## config.mk

```make
export PLATFORM = sky130hd
export DESIGN_NAME = cache_datapath
export DESIGN_NICKNAME = d
export VERILOG_FILES = /design/src/rtl/cache_pkg.sv /design/src/rtl/wait_counter.sv /design/src/rtl/cache_datapath.sv
export SDC_FILE = /design/constraint.sdc
export NUM_CORES = 1
export LEC_CHECK = 0
export BUFFER_PORTS_ARGS = -buffer_cell sky130_fd_sc_hd__buf_2
export CAP_MARGIN = 20
export CORE_MARGIN = 5
export CORE_UTILIZATION = 50
export DETAILED_ROUTE_END_ITERATION = 8
export GPL_ROUTABILITY_DRIVEN = 0
export GPL_TIMING_DRIVEN = 0
export PLACE_DENSITY = 0.73
export SLEW_MARGIN = 20
export SYNTH_ARGS = -nofsm -noshare
export SYNTH_HDL_FRONTEND = slang
export SYNTH_SLANG_ARGS = --single-unit
```

## constraint.sdc

```tcl
create_clock -name clk -period 3.88 [get_ports clk]
set_clock_uncertainty 0.2 [all_clocks]
set_input_delay 0 -clock clk [delete_from_list [all_inputs] [get_ports clk]]
set_output_delay 0 -clock clk [all_outputs]
set_load 0.05 [all_outputs]
```

## src/rtl/cache_pkg.sv

```systemverilog
// cache_pkg
// Shared constants for the direct-mapped, write-through cache. The datapath
// and the controller FSM both import this package so that their widths and
// the memory wait time always agree.
//   CACHE_ADDR_W   : word-address width for CPU and main memory
//   CACHE_DATA_W   : data word width
//   CACHE_INDEX_W  : line-index bits (2**CACHE_INDEX_W lines, one word each)
//   CACHE_TAG_W    : tag bits left over after the index
//   CACHE_MEM_WAIT : main-memory latency in cycles (0..255)
//   CACHE_CTR_W    : width of the wait counter, large enough for 255
package cache_pkg;

  localparam int unsigned CACHE_ADDR_W   = 16;
  localparam int unsigned CACHE_DATA_W   = 16;
  localparam int unsigned CACHE_INDEX_W  = 4;
  localparam int unsigned CACHE_TAG_W    = CACHE_ADDR_W - CACHE_INDEX_W;
  localparam int unsigned CACHE_MEM_WAIT = 4;
  localparam int unsigned CACHE_CTR_W    = 8;

endpackage

```

## src/rtl/wait_counter.sv

```systemverilog
// wait_counter
// Loadable, saturating down-counter that times main-memory accesses.
// Loading with LdCtr restarts the wait at LOAD_VAL; otherwise the count
// drops by one per cycle and parks at zero, where CtrSig is raised.
// Ports:
//   clk    : rising-edge clock
//   reset  : synchronous active-high reset (count cleared, CtrSig high)
//   LdCtr  : load LOAD_VAL into the counter
//   CtrSig : count is zero
module wait_counter
  import cache_pkg::*;
#(
  parameter int unsigned           CNT_W    = CACHE_CTR_W,
  parameter logic [CNT_W-1:0]      LOAD_VAL = CNT_W'(CACHE_MEM_WAIT)
) (
  input  logic clk,
  input  logic reset,
  input  logic LdCtr,
  output logic CtrSig
);

  logic [CNT_W-1:0] count_q;
  logic [CNT_W-1:0] count_d;

  // Load wins over counting; once at zero the counter holds so the FSM can
  // sample the flag at its leisure.
  always_comb begin
    count_d = count_q;
    if (LdCtr) begin
      count_d = LOAD_VAL;
    end else if (count_q != '0) begin
      count_d = count_q - 1'b1;
    end
  end

  always_ff @(posedge clk) begin
    if (reset) begin
      count_q <= '0;
    end else begin
      count_q <= count_d;
    end
  end

  assign CtrSig = (count_q == '0);

endmodule

```

## src/rtl/cache_datapath.sv

```systemverilog
// cache_datapath
// Datapath of the direct-mapped, write-through cache. Latches the CPU
// request, holds the tag/valid/data arrays and steers words between CPU,
// array and main memory under the controller FSM's strobes.
// Ports:
//   clk, reset     : clock and synchronous active-high reset
//   Addr, DIn      : CPU word address and write data
//   DOut           : registered CPU read data
//   LdCtr          : latch Addr/DIn and restart the memory wait counter
//   W, WSel        : write line at latched index; source 0=din_q, 1=MDat
//   RSel, RdyEn    : capture DOut; source 0=array, 1=MDat
//   M, V           : tag match and valid bit for the latched address
//   CtrSig         : memory wait has elapsed
//   MAddr, MDOut   : memory address and write data (latched request)
//   MDat           : memory read data
module cache_datapath
  import cache_pkg::*;
#(
  parameter int unsigned ADDR_W   = CACHE_ADDR_W,
  parameter int unsigned DATA_W   = CACHE_DATA_W,
  parameter int unsigned INDEX_W  = CACHE_INDEX_W,
  parameter int unsigned MEM_WAIT = CACHE_MEM_WAIT
) (
  input  logic              clk,
  input  logic              reset,
  input  logic [ADDR_W-1:0] Addr,
  input  logic [DATA_W-1:0] DIn,
  output logic [DATA_W-1:0] DOut,
  input  logic              LdCtr,
  input  logic              W,
  input  logic              WSel,
  input  logic              RSel,
  input  logic              RdyEn,
  output logic              M,
  output logic              V,
  output logic              CtrSig,
  output logic [ADDR_W-1:0] MAddr,
  output logic [DATA_W-1:0] MDOut,
  input  logic [DATA_W-1:0] MDat
);

  localparam int unsigned TAG_W  = ADDR_W - INDEX_W;
  localparam int unsigned NLINES = 1 << INDEX_W;

  logic [ADDR_W-1:0]  addr_q, addr_d;
  logic [DATA_W-1:0]  din_q, din_d;
  logic [DATA_W-1:0]  dout_q, dout_d;
  logic [NLINES-1:0]  valid_q, valid_d;
  logic [TAG_W-1:0]   tag_array_q  [NLINES];
  logic [TAG_W-1:0]   tag_array_d  [NLINES];
  logic [DATA_W-1:0]  data_array_q [NLINES];
  logic [DATA_W-1:0]  data_array_d [NLINES];

  logic [INDEX_W-1:0] index;
  logic [TAG_W-1:0]   tag;

  assign index = addr_q[INDEX_W-1:0];
  assign tag   = addr_q[ADDR_W-1:INDEX_W];

  // Request latch. A write in the same cycle as LdCtr still sees the old
  // addr_q/din_q because the arrays below index with the pre-edge values.
  always_comb begin
    addr_d = addr_q;
    din_d  = din_q;
    if (LdCtr) begin
      addr_d = Addr;
      din_d  = DIn;
    end
  end

  // Line write: replacement simply overwrites tag and data, since a
  // write-through cache never holds dirty data that would need evicting.
  always_comb begin
    valid_d      = valid_q;
    tag_array_d  = tag_array_q;
    data_array_d = data_array_q;
    if (W) begin
      valid_d[index]      = 1'b1;
      tag_array_d[index]  = tag;
      data_array_d[index] = WSel ? MDat : din_q;
    end
  end

  // Read capture uses the pre-edge array contents, so a simultaneous write
  // is not seen here; the FSM forwards fill data with RSel=1 instead.
  always_comb begin
    dout_d = dout_q;
    if (RdyEn) begin
      dout_d = RSel ? MDat : data_array_q[index];
    end
  end

  always_ff @(posedge clk) begin
    if (reset) begin
      addr_q  <= '0;
      din_q   <= '0;
      dout_q  <= '0;
      valid_q <= '0;
    end else begin
      addr_q  <= addr_d;
      din_q   <= din_d;
      dout_q  <= dout_d;
      valid_q <= valid_d;
    end
  end

  // Tag and data contents are meaningless while valid is clear, so they are
  // not reset; they are only frozen during reset so an abandoned write is lost.
  always_ff @(posedge clk) begin
    if (!reset) begin
      tag_array_q  <= tag_array_d;
      data_array_q <= data_array_d;
    end
  end

  wait_counter #(
    .CNT_W    (CACHE_CTR_W),
    .LOAD_VAL (CACHE_CTR_W'(MEM_WAIT))
  ) u_wait_counter (
    .clk    (clk),
    .reset  (reset),
    .LdCtr  (LdCtr),
    .CtrSig (CtrSig)
  );

  // Match ignores valid on purpose; the FSM combines M and V itself.
  assign M     = (tag_array_q[index] == tag);
  assign V     = valid_q[index];
  assign DOut  = dout_q;
  assign MAddr = addr_q;
  assign MDOut = din_q;

endmodule

```

==> results.md <==
- Setup violators final: 0
- Status: complete, no violations
- H-tree depth: 2
- DR vias/cell: 6.17
- Fillcell total: 2700
- Data arrival, critical path: 3600 ps
- Die ar.: 44600 sq um
- Reg clk slew, reported paths: 60 ps
- Slew Limit Fails: 0
- Tot GR Track Use: 23.7%
- Pin count of the biggest net entering global routing: 25
- Inserted Clock Buffers: 51
- Top cells by area, synth: edfxtp_1 (66%), mux4_2 (13%), dfxtp_1 (7.1%)
- Port bufs: 101
- CTS Buffer Depth: 3
- TritonCTS clock tree: built
- Grt ovf: 0
- Post-CTS setup buffers: 0
- WP data required: 3680 ps
- WL/cell: 28.7 um
- DIE WIDTH: 211 um
- Via count: 11400
- DRT iter0 DRCs: 1372
- Hpwl dp: 32200 um
- Asr flop ratio synth: 0%
- MaxCap Viol Count: 0
- Number of global-route vias before repair: 11700
- Synth top cells by count: edfxtp_1 (448), mux4_2 (119), mux2i_1 (85)
- Non-Filler Instances: 1839
- Chip height: 211 um
- Syn-to-layout area delta: 21.2%
- Largest area contributor in the netlist: edfxtp_1
- RSZ-0062 raised after global routing: false
- Met2 usage: 40.1%
- Syn Nets: 1072
- EDFF count, synth: 448
- DR DRC count: 0
- Number of inserted diodes: 0
- Antenna violations before repair: 0
- Core area: 39900 sq um
- Critical path class: reg -> out
- Max Fclk: 263 MHz
- Post-synth top flop: edfxtp_1
- Area share of the largest cell type after synthesis: 66.4%
- Final setup TNS: 0 ps
- Util after Layout: 61.5%
- HP Class: in -> reg
- GR peak layer: met2
- Layout cells sized above 1: 30.6%
- First-pass GRT wire length: 77500 um
- Place WS: 324 ps
- Post-synthesis cell type count: 50
- Hold WS: 9.33 ps
- Sequential fraction of the synthesis area: 73.5%
- Cell area after placement: 22200 sq um
- Initial core utilization: 50.8%
- Final Hold Fails: 0
- Peak VDD IR: 0.305 mV
- Seq cells post-synth: 520
- Tmin final: 3800 ps
- Synthesized cell area: 20300 sq um
- Antenna Violating Nets Remaining: 0
- # IOs: 106
- Inst Count DP: 1670
- Count leader, synth: edfxtp_1
- Finished Cell Area: 24600 sq um
- Sink Count: 520
- Worst-skew pair later-pin latency: 570 ps
- Post-Syn Instances: 1015
- Clock root cell: clkbuf_16
- Worst setup SP type: register
- Worst-Margin Slew: 1060 ps
- Mean area per synthesized cell: 20.0 sq um
- Lkg Pwr: 8.32 nW
- Met3 Use GR: 3.85%
- Setup ws final: 75.9 ps
- CP max FO: 10
- Final period utilization: 98.0%
- Total Power: 12.2 mW
- Final WL: 52800 um
- Final #Nets: 1332
- PD cells: 497 nW/um^2
- Row count: 73
- Met1 GRT Util: 32.1%
- Synth warn: 0
- Endpoint class of the critical path: output port
- Drt pass-1 iters: 5
- Slew headroom: 29.5%
## flip-flops by register name (all words and copies together) (netlist names)
name / cells
DOut: 16
MAddr: 16
MDOut: 16
data_array_q: 256
tag_array_q: 192
u_wait_counter.count_q: 8
valid_q: 16
## kinds of logic after synthesis
family	after synthesis	synth area share [%]
AO/OA/AOI/OAI	61	2.30
XOR/XNOR	16	0.692
adder cells (fa/ha/maj)	2	0.123
buffers and inverters	62	1.67
flip-flops	520	73.5
multiplexers	225	18.7
AND/OR/NAND/NOR	129	3.03
## worst max-delay path, stage by stage (launching register included)
cell and delay, ps:
dfxtp_1 340, buf_4 230, buf_2 310, buf_2 400, mux2i_1 160, a22oi_1 370, nand4b_1 200, nand3_1 210
nand4_1 160, nor4_2 330, buf_2 330
## where the power goes
group / total (mW) / internal [mW] / switching [mW]
Sequential: 6.28 / 6.19 / 0.0888
Combinational: 1.14 / 0.458 / 0.683
Clock: 4.79 / 2.72 / 2.07
## path summary, 6_finish.rpt
| path | cells past startpoint | slack (ps) | endpoint | from |
|---|---|---|---|---|
| worst max-delay path | 10 | 80 | M | MAddr[1]$_SDFFE_PP0P_ |
| worst min-delay path | 4 | 9 | MAddr[12]$_SDFFE_PP0P_ | Addr[12] |
| worst max register to register | 8 | 470 | DOut[14]$_SDFFE_PP0P_ | MAddr[1]$_SDFFE_PP0P_ |
| worst min register to register | 1 | 250 | valid_q[11]$_SDFFE_PP0P_ | valid_q[11]$_SDFFE_PP0P_ |
## cells in the final DEF, fill, tap and decap left out, types with 5 or more instances in the layout
cell,netlist,layout
edfxtp_1,448,448
buf_2,23,125
mux4_2,119,119
mux2i_1,85,85
dlygate4sd3_1,0,77
dfxtp_1,72,72
nor2_1,72,60
clkbuf_16,0,51
clkbuf_1,15,26
mux2_2,20,20
a211oi_1,19,19
a21o_1,17,17
buf_16,0,15
nor2_4,1,13
xnor2_1,13,13
clkinv_2,0,13
nand2_1,10,10
a22oi_1,9,9
buf_4,8,8
buf_8,0,8
nand2b_1,7,7
inv_1,6,6
buf_12,2,6
clkinv_1,0,6
nor2b_1,5,5
nand3_1,5,5
## final cells by class
| cell class | count | area [sq um] | area share [%] |
|---|---|---|---|
| clock buffer | 65 | 1350 | 5.49 |
| tap | 525 | 657 | 2.67 |
| multi-input combinational | 433 | 5160 | 21.0 |
| sequential | 520 | 14900 | 60.6 |
| buffer | 56 | 322 | 1.31 |
| inverter | 6 | 22.5 | 0.0917 |
| clock inverter | 27 | 241 | 0.983 |
| timing repair buffer | 207 | 1910 | 7.78 |
## routing by layer
layer | vias to the layer above | routed length, um
met5 | - | 0
met4 | 0 | 1650
met3 | 112 | 4790
met2 | 705 | 26800
met1 | 5882 | 19600
li1 | 4655 | -
## timing repair
| item | in CTS | in global routing |
|---|---|---|
| gates resized for setup | 1 | 3 |
| endpoints found under the hold margin | 305 | 0 |
| setup endpoints to repair | 1 | 1 |
| hold buffers | 77 | 0 |
No activity file was read; power rests on OpenSTA's default activity.
